**src/rtl/branch_resolve_unit_pkg.sv**
```systemverilog
// Shared types for the branch resolve unit: predictor update record and resolve FSM states.
package branch_resolve_unit_pkg;

  localparam int unsigned XLEN = 32;

  typedef struct packed {
    logic [XLEN-1:0] pc;
    logic            taken;
  } br_update_t;

  typedef enum logic [1:0] {
    BRR_IDLE,
    BRR_FLUSH,
    BRR_DRAIN
  } brr_state_t;

  // Sequential fetch PC after a branch; wraps modulo 2^32.
  function automatic logic [XLEN-1:0] fallthrough_pc(input logic [XLEN-1:0] pc);
    return pc + XLEN'(4);
  endfunction

endpackage

```
**src/rtl/br_update_fifo.sv**
```systemverilog
// Small FIFO of predictor training records; extra pointer MSB distinguishes full from empty.
module br_update_fifo
  import branch_resolve_unit_pkg::*;
#(
  parameter int unsigned DEPTH = 4
) (
  input  logic       clk,
  input  logic       rst,
  input  logic       push_i,
  input  br_update_t data_i,
  input  logic       pop_i,
  output logic       full_o,
  output logic       empty_o,
  output br_update_t head_o
);

  localparam int unsigned AW = $clog2(DEPTH);

  logic [AW:0] wr_ptr_q, wr_ptr_d;
  logic [AW:0] rd_ptr_q, rd_ptr_d;
  br_update_t  mem_q [DEPTH];
  logic        push_en;
  logic        pop_en;

  assign empty_o = (wr_ptr_q == rd_ptr_q);
  assign full_o  = (wr_ptr_q[AW] != rd_ptr_q[AW]) &&
                   (wr_ptr_q[AW-1:0] == rd_ptr_q[AW-1:0]);
  assign push_en = push_i && !full_o;
  assign pop_en  = pop_i && !empty_o;
  assign head_o  = mem_q[rd_ptr_q[AW-1:0]];

  always_comb begin
    wr_ptr_d = wr_ptr_q;
    rd_ptr_d = rd_ptr_q;
    if (push_en) wr_ptr_d = wr_ptr_q + (AW+1)'(1);
    if (pop_en)  rd_ptr_d = rd_ptr_q + (AW+1)'(1);
  end

  always_ff @(posedge clk or posedge rst) begin
    if (rst) begin
      wr_ptr_q <= '0;
      rd_ptr_q <= '0;
    end else begin
      wr_ptr_q <= wr_ptr_d;
      rd_ptr_q <= rd_ptr_d;
    end
  end

  // Storage needs no reset: the head is only observed when the FIFO is non-empty.
  always_ff @(posedge clk) begin
    if (push_en) mem_q[wr_ptr_q[AW-1:0]] <= data_i;
  end

endmodule

```
**src/rtl/branch_resolve_unit.sv**
```systemverilog
// Resolves committed branches: trains the predictor via a FIFO, flushes and redirects on a
// direction mispredict, blocks commits while the pipeline drains, and counts branches.
module branch_resolve_unit
  import branch_resolve_unit_pkg::*;
#(
  parameter int unsigned DEPTH        = 4,
  parameter int unsigned FLUSH_CYCLES = 2,
  parameter int unsigned CNT_W        = 32
) (
  input  logic             clk,
  input  logic             rst,
  input  logic             br_commit_valid,
  output logic             br_commit_ready,
  input  logic [31:0]      br_commit_pc,
  input  logic             br_commit_taken,
  input  logic             br_commit_pred,
  input  logic [31:0]      br_commit_target,
  output logic             pc_result_load,
  output logic [31:0]      pc_result,
  output logic             br_result,
  output logic             flush,
  output logic [31:0]      redirect_pc,
  output logic [CNT_W-1:0] branch_count,
  output logic [CNT_W-1:0] mispredict_count
);

  localparam int unsigned DrainW = (FLUSH_CYCLES > 2) ? $clog2(FLUSH_CYCLES - 1) : 1;
  localparam logic [DrainW-1:0] DrainInit =
      DrainW'((FLUSH_CYCLES >= 2) ? (FLUSH_CYCLES - 2) : 0);

  brr_state_t        state_q;
  logic [DrainW-1:0] drain_q;
  logic              flush_q;
  logic [31:0]       redirect_q;
  logic [CNT_W-1:0]  branch_cnt_q, branch_cnt_d;
  logic [CNT_W-1:0]  misp_cnt_q, misp_cnt_d;

  logic       fifo_full;
  logic       fifo_empty;
  br_update_t fifo_head;
  br_update_t fifo_in;
  logic       accept;
  logic       mispredict;

  // Ready depends only on registered state, so a full FIFO blocks even if it pops this cycle.
  assign br_commit_ready = (state_q == BRR_IDLE) && !fifo_full;
  assign accept          = br_commit_valid && br_commit_ready;
  assign mispredict      = accept && (br_commit_taken != br_commit_pred);

  assign fifo_in.pc    = br_commit_pc;
  assign fifo_in.taken = br_commit_taken;

  br_update_fifo #(
    .DEPTH (DEPTH)
  ) u_fifo (
    .clk     (clk),
    .rst     (rst),
    .push_i  (accept),
    .data_i  (fifo_in),
    .pop_i   (!fifo_empty),
    .full_o  (fifo_full),
    .empty_o (fifo_empty),
    .head_o  (fifo_head)
  );

  assign pc_result_load = !fifo_empty;
  assign pc_result      = fifo_empty ? 32'h0 : fifo_head.pc;
  assign br_result      = fifo_empty ? 1'b0 : fifo_head.taken;

  assign flush       = flush_q;
  assign redirect_pc = redirect_q;

  always_ff @(posedge clk or posedge rst) begin
    if (rst) begin
      state_q    <= BRR_IDLE;
      drain_q    <= '0;
      flush_q    <= 1'b0;
      redirect_q <= 32'h0;
    end else begin
      unique case (state_q)
        BRR_IDLE: begin
          flush_q <= 1'b0;
          if (mispredict) begin
            state_q    <= BRR_FLUSH;
            flush_q    <= 1'b1;
            redirect_q <= br_commit_taken ? br_commit_target : fallthrough_pc(br_commit_pc);
          end
        end
        BRR_FLUSH: begin
          flush_q <= 1'b0;
          if (FLUSH_CYCLES <= 1) begin
            state_q <= BRR_IDLE;
          end else begin
            state_q <= BRR_DRAIN;
            drain_q <= DrainInit;
          end
        end
        BRR_DRAIN: begin
          flush_q <= 1'b0;
          if (drain_q == '0) state_q <= BRR_IDLE;
          else               drain_q <= drain_q - DrainW'(1);
        end
        default: begin
          state_q <= BRR_IDLE;
          flush_q <= 1'b0;
        end
      endcase
    end
  end

  always_comb begin
    branch_cnt_d = branch_cnt_q;
    misp_cnt_d   = misp_cnt_q;
    if (accept)     branch_cnt_d = branch_cnt_q + CNT_W'(1);
    if (mispredict) misp_cnt_d   = misp_cnt_q + CNT_W'(1);
  end

  always_ff @(posedge clk or posedge rst) begin
    if (rst) begin
      branch_cnt_q <= '0;
      misp_cnt_q   <= '0;
    end else begin
      branch_cnt_q <= branch_cnt_d;
      misp_cnt_q   <= misp_cnt_d;
    end
  end

  assign branch_count     = branch_cnt_q;
  assign mispredict_count = misp_cnt_q;

endmodule

```
**config.mk**
```make
export PLATFORM = sky130hd
export DESIGN_NAME = branch_resolve_unit
export DESIGN_NICKNAME = d
export VERILOG_FILES = /design/src/rtl/branch_resolve_unit_pkg.sv /design/src/rtl/br_update_fifo.sv /design/src/rtl/branch_resolve_unit.sv
export SDC_FILE = /design/constraint.sdc
export NUM_CORES = 1
export LEC_CHECK = 0
export CORE_ASPECT_RATIO = 0.5
export CORE_MARGIN = 5
export CORE_UTILIZATION = 45
export CTS_CLUSTER_DIAMETER = 30
export DETAILED_ROUTE_END_ITERATION = 8
export PLACE_DENSITY = 0.68
export SKIP_CTS_REPAIR_TIMING = 1
export SYNTH_ARGS = -nofsm -noshare
export SYNTH_HDL_FRONTEND = slang
export SYNTH_SLANG_ARGS = --single-unit
```
**constraint.sdc**
```tcl
create_clock -name clk -period 4.15 [get_ports clk]
set_input_delay 0.415 -clock clk [delete_from_list [all_inputs] [get_ports clk]]
set_output_delay 0.415 -clock clk [all_outputs]
set_load 0.03 [all_outputs]
```
[Word-level counts from Yosys, hierarchy flattened]
Memory sizes are Yosys's and may differ from the RTL's.
Index checks and enable logic that the tools add are counted.
Storage, ports and cells
  output and inout port bits: 132
  RAM bits: 132
  memories: 1
  input port bits: 69
  register bits: 106
Cells by class
  mux-type cells: 12
  add/subtract/negate cells: 6
  equal/unequal tests: 8
  reductions and logical operators: 11
Memory list
  u_fifo.mem_q: depth 4, width 33, rd ports 1, clocked after Yosys merged registers in 0, write ports 1, RTL line br_update_fifo.sv:21  | br_update_t mem_q [DEPTH];
Operators with widths (number)
  $add 32x1->32 const B: 2
  $mux 32: 2
  $add 32x3->32 const B: 1
  $add 3x1->3 const B: 2
  $mux 1: 6
  $pmux 2 s3: 1
  $logic_and 1x1->1: 5
  $mux 2: 2
  $ne 2x2->1 const B: 2
  $reduce_and 2->1: 2
  $eq 3x3->1: 1
  $eq 2x1->1 const B: 1
  $eq 2x2->1: 1
  $eq 2x2->1 const B: 1
  $logic_not 1->1: 2
  $logic_not 2->1: 1
  $ne 1x1->1: 2
  $pmux 1 s2: 1
  $reduce_bool 2->1: 1
  $sub 1x1->1 const B: 1

[Depth between registers and ports, before layout]
Gate-level depths: netlist of run 1.
  depth in word-level cells: 8
  gate-level depth with buffers: 9
  mapped depth without buffers: 6

[By module]
From an unflattened synthesis of run 1, not the netlist that was laid out.
Second synthesis, totals
  cells, all modules: 751
  area, all modules: 10432.5 sq um
Modules (own cells, without submodules)
  br_update_fifo: times used 1, cells an instance 222, sequential area each 4113.9 sq um, area an instance 5287.6 sq um
  branch_resolve_unit: times used 1, cells an instance 529, sequential area each 2477.4 sq um, area an instance 5144.9 sq um

[Worst setup path before layout of run 1]
Ideal clock, no wire load.
  path kind: input port to flip-flop
  start: input port br_commit_valid
  end: memory u_fifo.mem_q[0][0] (netlist name) (enable)
  setup time: 0.393 ns
  slack: 1.325 ns
  stages on the path: 5
  arrival time: 2.432 ns
  path buffers: 2
  data required time: 3.757 ns
  cell sequence: or3b_1 -> a31oi_2 -> buf_2 -> buf_1 -> and2_1
Between the ends
  longest elaborated chain between the ends: 4
RTL lines
  from (decl): RTL line branch_resolve_unit.sv:12  | input logic br_commit_valid,
  $logic_and 1x1->1: RTL line branch_resolve_unit.sv:47  | assign accept = br_commit_valid && br_commit_ready;
  $logic_and 1x1->1: RTL line br_update_fifo.sv:28  | assign push_en = push_i && !full_o;
  $mux 1: RTL line br_update_fifo.sv:51  | if (push_en) mem_q[wr_ptr_q[AW-1:0]] <= data_i;
  $mux 1 (not written as such): RTL line br_update_fifo.sv:51
  to (decl): RTL line br_update_fifo.sv:21
No other way between the ends.

[Worst setup path in the final report of run 1]
  start: register u_fifo.rd_ptr_q[0]
  end: output port pc_result[9]
Between the ends
  longest elaborated chain between the ends: 2
  elaborated cells between the ends (all ways): 3
  those cells by class: 1 x eq/ne; 1 x mux; 1 x memory
RTL lines
  from (decl): RTL line br_update_fifo.sv:20  | logic [AW:0] rd_ptr_q, rd_ptr_d;
  from (signal assigned): RTL line br_update_fifo.sv:45  | rd_ptr_q <= rd_ptr_d;
  $mem_v2 4x33 or $eq 3x3->1 (tied branches)
  $mux 32 (*): RTL line branch_resolve_unit.sv:67  | assign pc_result = fifo_empty ? 32'h0 : fifo_head.pc;
  to (decl): RTL line branch_resolve_unit.sv:19  | output logic [31:0] pc_result,
Mark *: on every way between the ends. The rest lies on a longest branch, timed or not.

==> results of run 1 <==
==> sequential cells by signal (all words and copies together), names as in the netlist <==
name,flops
u_fifo.mem_q,132
branch_count,32
mispredict_count,32
redirect_pc,32
u_fifo.rd_ptr_q,3
u_fifo.wr_ptr_q,3
state_q,2
flush,1
==> cells in the final DEF (no fill, tap or decap), types with 8 or more instances in the layout <==
master	instances
sky130_fd_sc_hd__ha_1	8
sky130_fd_sc_hd__nor3_1	21
sky130_fd_sc_hd__clkbuf_16	38
sky130_fd_sc_hd__edfxtp_1	132
sky130_fd_sc_hd__xor2_1	34
sky130_fd_sc_hd__nand4_1	27
sky130_fd_sc_hd__o21ai_0	23
sky130_fd_sc_hd__nor2b_1	34
sky130_fd_sc_hd__buf_4	10
sky130_fd_sc_hd__xnor2_1	61
sky130_fd_sc_hd__inv_1	16
sky130_fd_sc_hd__clkdlybuf4s50_1	200
sky130_fd_sc_hd__dfrtp_1	104
sky130_fd_sc_hd__nand2_1	71
sky130_fd_sc_hd__mux4_2	33
sky130_fd_sc_hd__o211ai_1	8
sky130_fd_sc_hd__nor4_1	10
sky130_fd_sc_hd__nor2_1	36
sky130_fd_sc_hd__nand3_1	46
==> critical path: stages, from the launching register on <==
cell and delay [ns]:
sky130_fd_sc_hd__dfrtp_2 0.44, sky130_fd_sc_hd__xnor2_1 0.30, sky130_fd_sc_hd__nand2_1 0.17, sky130_fd_sc_hd__nor2_4 0.53, sky130_fd_sc_hd__buf_4 0.30, sky130_fd_sc_hd__nor2b_1 0.09
sky130_fd_sc_hd__clkdlybuf4s50_1 0.60
==> cell families (layout without fill, tap and decap cells) <==
group,after synthesis,count (layout),synth area share [%]
adders and majority gates,8,8,0.964
DFF,237,237,63.4
AOI/OAI and AO/OA,53,53,3.36
xor gates and xnor gates,95,95,8.01
and+or+nand+nor,277,277,13.9
buffers and inverters,51,290,2.14
muxes,43,43,8.15
==> path summary, 6_finish.rpt <==
path	startpoint	endpoint	slack, ns	cells past startpoint
max	u_fifo.rd_ptr_q[0]$_DFFE_PP0P_	pc_result[9]	0.80	6
min	rst	mispredict_count[28]$_DFFE_PP0P_	0.41	2
max reg2reg	u_fifo.wr_ptr_q[2]$_DFFE_PP0P_	redirect_pc[27]$_DFFE_PP0P_	1.28	7
min reg2reg	state_q[1]$_DFFE_PP0P_	state_q[1]$_DFFE_PP0P_	0.46	1
max in group asynchronous	rst	redirect_pc[28]$_DFFE_PP0P_	2.98	3
min in group clk	state_q[1]$_DFFE_PP0P_	state_q[1]$_DFFE_PP0P_	0.46	1
==> report_power, final <==
| part | total (uW) | internal (uW) | switching (uW) |
|---|---|---|---|
| sequential | 3270 | 3030 | 242 |
| clock | 3000 | 1920 | 1080 |
| combinational | 4030 | 1670 | 2360 |
| total | 10300 | 6620 | 3680 |
==> metrics by stage <==
step	utilization, %	total power, uW
after global routing	61.2	10800
final	61.2	10300
after floorplan	-	5720
after detailed placement	55.9	7390
after global placement	55.9	7340
after CTS	61.2	10400
==> area by class of cell <==
type | instances | area share [%]
well taps | 307 | 2.76
inverters | 18 | 0.503
clock buffers | 43 | 7.18
clock inverters | 19 | 1.55
multi-input cells | 476 | 25.8
repair buffers | 210 | 14.9
flip-flops and latches | 237 | 47.3
==> routing by layer <==
layer	part of all wire (%)	GRT usage, %	up-vias
met1	41	25.2	3478
li1	-	-	3224
met4	1.5	4.64	0
met2	52	34.0	212
met5	0	0	-
met3	6.0	4.69	36
==> Implementation_results.wiki, run 1 <==
{| class="wikitable"
! Metric !! Value
|-
| Result of the run || finished clean
|-
| Worst slew margin || 34.7%
|-
| Total die area || 0.0264 mm^2
|-
| Sequential cell area in the final layout || 0.00659 mm^2
|-
| Hold Vio Cnt, Final || 0
|-
| Placement Setup Slack || 0.846 ns
|-
| Setup-failing EPs final || 0
|-
| Count of antenna-violating nets left after detailed routing || 0
|-
| Final worst path period need || 3.35 ns
|-
| Detailed-router iteration count before antenna repair || 5
|-
| Element type at the critical path end || output pin
|-
| H-tree lvl count || 2
|-
| Worst-Skew Late Latency || 0.50 ns
|-
| Top fanout value on the critical path || 19
|-
| Final cell area excluding filler cells || 0.0139 mm^2
|-
| Number of synthesized flops with an enable pin || 132
|-
| Clk Tree Root Cell || sky130_fd_sc_hd__clkbuf_16
|-
| Synthesized instance count || 764
|-
| Number of rows created at floorplan || 39
|-
| Fill cells || 1804
|-
| Post-synth top cells || 132 x sky130_fd_sc_hd__edfxtp_1, 105 x sky130_fd_sc_hd__dfrtp_1, 71 x sky130_fd_sc_hd__nand2_1
|-
| Number of standard cells in the layout, taps in and fillers out || 1310
|-
| Classification of the worst-slack hold path || primary input to asynchronous set/reset pin
|-
| Aggregate global-route resource usage || 19.7%
|-
| Number of antenna violations at the first check in global routing || 0
|-
| Max-capacitance violation count || 0
|-
| Endpoint required time on the critical path || 3.73 ns
|-
| Initial core utilization || 45.7%
|-
| Number of nets in the layout || 1055
|-
| Setup total negative slack || 0 ns
|-
| Static Leakage || 0.00526 uW
|-
| Chip Height || 117 um
|-
| Proportion of layout cells with a drive suffix above 1 || 12.4%
|-
| Worst vdd ir || 0.411 mV
|-
| Register bit count reported by yosys || 237
|-
| Worst Hold Slack || 0.414 ns
|-
| DRC violation total after the first TritonRoute iteration || 449
|-
| Share of the synthesized area in the top cell type || 38.2%
|-
| HPWL after DPL || 17300 um
|-
| TritonCTS Buffers || 35
|-
| Number of max-slew violations in the final report || 0
|-
| Minimum setup slack in the final design || 0.801 ns
|-
| Average footprint of a synthesized cell || 13.6 um^2
|-
| Die Wd || 225 um
|-
| Number of inserted diodes || 0
|-
| DR vias/cell || 5.31
|-
| Via count || 6950
|-
| Fmax || 0.299 GHz
|-
| Top_reg_cell synth || sky130_fd_sc_hd__edfxtp_1
|-
| Fraction of synthesis flops using an asynchronous set or reset pin || 44.3%
|-
| Worst EP arrival || 2.93 ns
|-
| Placed Area || 0.0127 mm^2
|-
| Clock slew at reported path FFs || 0.06 ns
|-
| Post-synthesis sequential area ratio || 63.4%
|-
| Distinct cells, synth || 49
|-
| Area used by multi-input combinational logic || 0.00359 mm^2
|-
| Number of port buffers || 200
|-
| Sort of element at the start of the critical path || flip-flop
|-
| Count of boundary I/O pins || 201
|-
| Clock tree sinks || 237
|-
| CTS Buffer Depth || 3
|-
| Cell area after synthesis || 0.0104 mm^2
|-
| Global route overflow || 0
|-
| Most common cell in the synthesized netlist || sky130_fd_sc_hd__edfxtp_1
|-
| Placer's final routability congestion estimate || 0.844
|-
| Maximum number of pins on one net before global-route repair || 60
|-
| Clock tree from TritonCTS || yes
|-
| DRC violation count after routing || 0
|-
| Cell count after placement || 1248
|-
| Top cell type by total area after synthesis || sky130_fd_sc_hd__edfxtp_1
|-
| Standard cell core area || 0.0227 mm^2
|-
| Leading post-synthesis cells by cell area || sky130_fd_sc_hd__edfxtp_1 38%, sky130_fd_sc_hd__dfrtp_1 25%, sky130_fd_sc_hd__mux4_2 7.2%
|-
| Setup CP Type || flip-flop to output pin
|-
| Number of global-route vias before repair || 7458
|-
| Net count of the mapped netlist || 841
|-
| Synth-to-layout area growth || 34.1%
|-
| Pin slew with the least headroom to its limit || 0.979 ns
|-
| Layout Skew || 0.0267 ns
|-
| Global-route wire length before repair || 41400 um
|-
| Fin crit share || 80.7%
|-
| Mean routed wirelength per cell || 19.6 um
|-
| Power per cell area || 739 mW/mm^2
|-
| Yosys warnings || 0
|-
| Routed WL || 25700 um
|-
| Setup repair after global routing missed its margin || false
|}
Note: power is estimated with default switching activity, not from simulation.
==> inputs of run 2 (changes only) <==
--- a/config.mk
+++ b/config.mk
@@ -10,7 +10,7 @@
 export CORE_UTILIZATION = 45
 export CTS_CLUSTER_DIAMETER = 30
 export DETAILED_ROUTE_END_ITERATION = 8
-export PLACE_DENSITY = 0.68
+export PLACE_DENSITY = 0.71
 export SKIP_CTS_REPAIR_TIMING = 1
 export SYNTH_ARGS = -nofsm -noshare
 export SYNTH_HDL_FRONTEND = slang
==> constraint.sdc (replaced) <==
create_clock -name clk -period 3 [get_ports clk]
set_input_delay 0.3 -clock clk [delete_from_list [all_inputs] [get_ports clk]]
set_output_delay 0.3 -clock clk [all_outputs]
set_load 0.03 [all_outputs]
==> Implementation_results.wiki, run 2 (synthesis results as in run 1) <==
{| class="wikitable"
! Metric !! Value
|-
| Result of the run || finished clean
|-
| Final worst path period need || 2.87 ns
|-
| Aggregate global-route resource usage || 19.8% (+0.11 points)
|-
| Number of port buffers || 200 (unchanged)
|-
| Ordered cell list for the critical path || buf_6 -> mux4_2 -> nor2b_1 -> clkdlybuf4s50_1
|-
| Number of standard cells in the layout, taps in and fillers out || 1330 (+1.5%)
|-
| Placer's final routability congestion estimate || 0.856 (+1.4%)
|-
| Clk Tree Root Cell || sky130_fd_sc_hd__clkbuf_16
|-
| Clock tree from TritonCTS || yes
|-
| Standard cell core area || 0.0227 mm^2 (unchanged)
|-
| DRC violation count after routing || 0 (unchanged)
|-
| DR vias/cell || 5.32 (+0.35%)
|-
| Count of boundary I/O pins || 201 (unchanged)
|-
| Element type at the critical path end || output pin
|-
| Endpoint required time on the critical path || 2.70 ns (-1.03 ns)
|-
| Synth-to-layout area growth || 35.0%
|-
| Layout Skew || 0.0113 ns (-0.0155 ns)
|-
| HPWL after DPL || 18100 um (+4.8%)
|-
| Most common cell after layout, fill and taps aside || sky130_fd_sc_hd__clkdlybuf4s50_1
|-
| Power per cell area || 997 mW/mm^2 (+35%)
|-
| First element of the critical path || u_fifo.rd_ptr_q[0]$_DFFE_PP0P_
|-
| Worst EP arrival || 2.57 ns (-0.36 ns)
|-
| Number of global-route vias before repair || 7495 (+0.50%)
|-
| Number of rows created at floorplan || 39 (unchanged)
|-
| Chip Height || 117 um (unchanged)
|-
| Cell count after placement || 1270 (+1.8%)
|-
| Static Leakage || 0.00536 uW (+1.9%)
|-
| Top fanout value on the critical path || 17 (-2)
|-
| R2r startpoint || state_q[0]$_DFFE_PP0P_
|-
| Die Wd || 225 um (unchanged)
|-
| Max-capacitance violation count || 0 (unchanged)
|-
| Worst slew margin || 47.4% (+13 points)
|-
| Setup-failing EPs final || 0 (unchanged)
|-
| Via count || 7081 (+1.9%)
|-
| Global route overflow || 0 (unchanged)
|-
| Number of nets in the layout || 1076 (+2.0%)
|-
| Initial core utilization || 45.7% (unchanged)
|-
| Mean routed wirelength per cell || 19.7 um (+0.53%)
|-
| Total die area || 0.0264 mm^2 (unchanged)
|-
| Setup repair after global routing missed its margin || false
|-
| Setup total negative slack || 0 ns (unchanged)
|-
| Number of antenna violations at the first check in global routing || 0 (unchanged)
|-
| Placement Setup Slack || 0.297 ns (-0.549 ns)
|-
| Clock tree sinks || 237 (unchanged)
|-
| Sort of element at the start of the critical path || flip-flop
|-
| Sequential cell area in the final layout || 0.00659 mm^2 (unchanged)
|-
| Fill cells || 1810 (+0.33%)
|-
| Worst vdd ir || 0.519 mV (+26%)
|-
| Fin crit share || 95.8%
|-
| Worst Hold Slack || 0.240 ns (-0.173 ns)
|-
| Commonest cells after routing, fill and taps aside || 182 x sky130_fd_sc_hd__clkdlybuf4s50_1, 132 x sky130_fd_sc_hd__edfxtp_1, 104 x sky130_fd_sc_hd__dfrtp_1
|-
| Number of max-slew violations in the final report || 0 (unchanged)
|-
| Clock slew at reported path FFs || 0.06 ns (about the same)
|-
| TritonCTS Buffers || 31 (-11%)
|-
| Slowest cell on the critical path || sky130_fd_sc_hd__clkdlybuf4s50_1
|-
| Minimum setup slack in the final design || 0.125 ns (-0.676 ns)
|-
| Proportion of layout cells with a drive suffix above 1 || 15.6% (+3.3 points)
|-
| DRC violation total after the first TritonRoute iteration || 437 (-2.7%)
|-
| CTS Buffer Depth || 3 (unchanged)
|-
| Hold Vio Cnt, Final || 0 (unchanged)
|-
| Setup CP Type || flip-flop to output pin
|-
| Max FFs per register || 132 (unchanged)
|-
| H-tree lvl count || 1 (-1)
|-
| Count of antenna-violating nets left after detailed routing || 0 (unchanged)
|-
| Pin slew with the least headroom to its limit || 0.787 ns (-0.193 ns)
|-
| Max incr delay on CP || 0.60 ns (about the same)
|-
| Detailed-router iteration count before antenna repair || 4 (-1)
|-
| Global-route wire length before repair || 41700 um (+0.72%)
|-
| Maximum number of pins on one net before global-route repair || 47 (-22%)
|-
| Routed WL || 26200 um (+2.1%)
|-
| Classification of the worst-slack hold path || primary input to asynchronous set/reset pin
|-
| Worst-Skew Late Latency || 0.55 ns (+0.05 ns)
|-
| Number of inserted diodes || 0 (unchanged)
|-
| Area used by multi-input combinational logic || 0.00360 mm^2 (+0.49%)
|-
| Fmax || 0.348 GHz
|}
## run 2: changes by cell type in the layout (fill, tap and decap cells not counted), moves of 5 or more
cell,change
sky130_fd_sc_hd__buf_4,+32
sky130_fd_sc_hd__clkdlybuf4s50_1,-18
sky130_fd_sc_hd__buf_12,+8
sky130_fd_sc_hd__clkbuf_16,-7
sky130_fd_sc_hd__inv_6,+5
## run 2: final cells by class
type                            instances  area share [%]
Sequential cell                       237            47.0
Multi-Input combinational cell        476            25.7
Timing Repair Buffer                  235            16.6
Clock buffer                           33            5.58
Tap cell                              307            2.74
Clock inverter                         24            1.84
Inverter                               18           0.508
## run 2: per-layer routing
layer | track usage, % | vias to the layer above | wire length, um
met4 | 5.21 | 0 | 729
met1 | 25.7 | 3536 | 10600
met2 | 33.6 | 217 | 13400
met3 | 4.57 | 55 | 1570
met5 | 0 | - | 0
li1 | - | 3273 | -
## run 2: critical path: cells and delay by family (launching register included)
family	cells	cell delay, ns
buf+inv	2	0.89
mux	1	0.54
flops	1	0.42
simple gates	1	0.17
## run 2: metrics by stage
| stage | power, uW | util (%) | cell area [um^2] |
|---|---|---|---|
| finish | 14000 | 61.7 | 14000 |
| detailed placement | 10300 | 56.8 | 12900 |
| global placement | 10200 | 56.8 | 12900 |
| global route | 14600 | 61.7 | 14000 |
| floorplan | 7920 | - | 10400 |
| CTS | 14000 | 61.4 | 14000 |
## run 2: path summary, 6_finish.rpt
path                                                     to  slack [ns]  cells past startpoint
setup / recovery                              pc_result[24]        0.13                      4
hold / removal             mispredict_count[24]$_DFFE_PP0P_        0.24                      2
setup reg to reg                redirect_pc[27]$_DFFE_PP0P_        0.63                      6
hold reg to reg                      state_q[1]$_DFFE_PP0P_        0.45                      1
max in group asynchronous        redirect_pc[0]$_DFFE_PP0P_        2.11                      3
min in group clk                redirect_pc[29]$_DFFE_PP0P_        0.37                      3
## run 2: power breakdown
part / internal (uW) / switching, uW / total [uW]
registers: 4180 / 350 / 4530
clock network: 2200 / 1470 / 3670
logic: 2440 / 3340 / 5780
==> inputs of run 3 (changes only) <==
--- a/config.mk
+++ b/config.mk
@@ -9,6 +9,7 @@
 export CORE_MARGIN = 5
 export CORE_UTILIZATION = 45
 export CTS_CLUSTER_DIAMETER = 30
+export CTS_CLUSTER_SIZE = 25
 export DETAILED_ROUTE_END_ITERATION = 8
 export PLACE_DENSITY = 0.71
 export SKIP_CTS_REPAIR_TIMING = 1
==> results of run 3 <==
Final layout, timing and power as in run 2 (identical DEF).
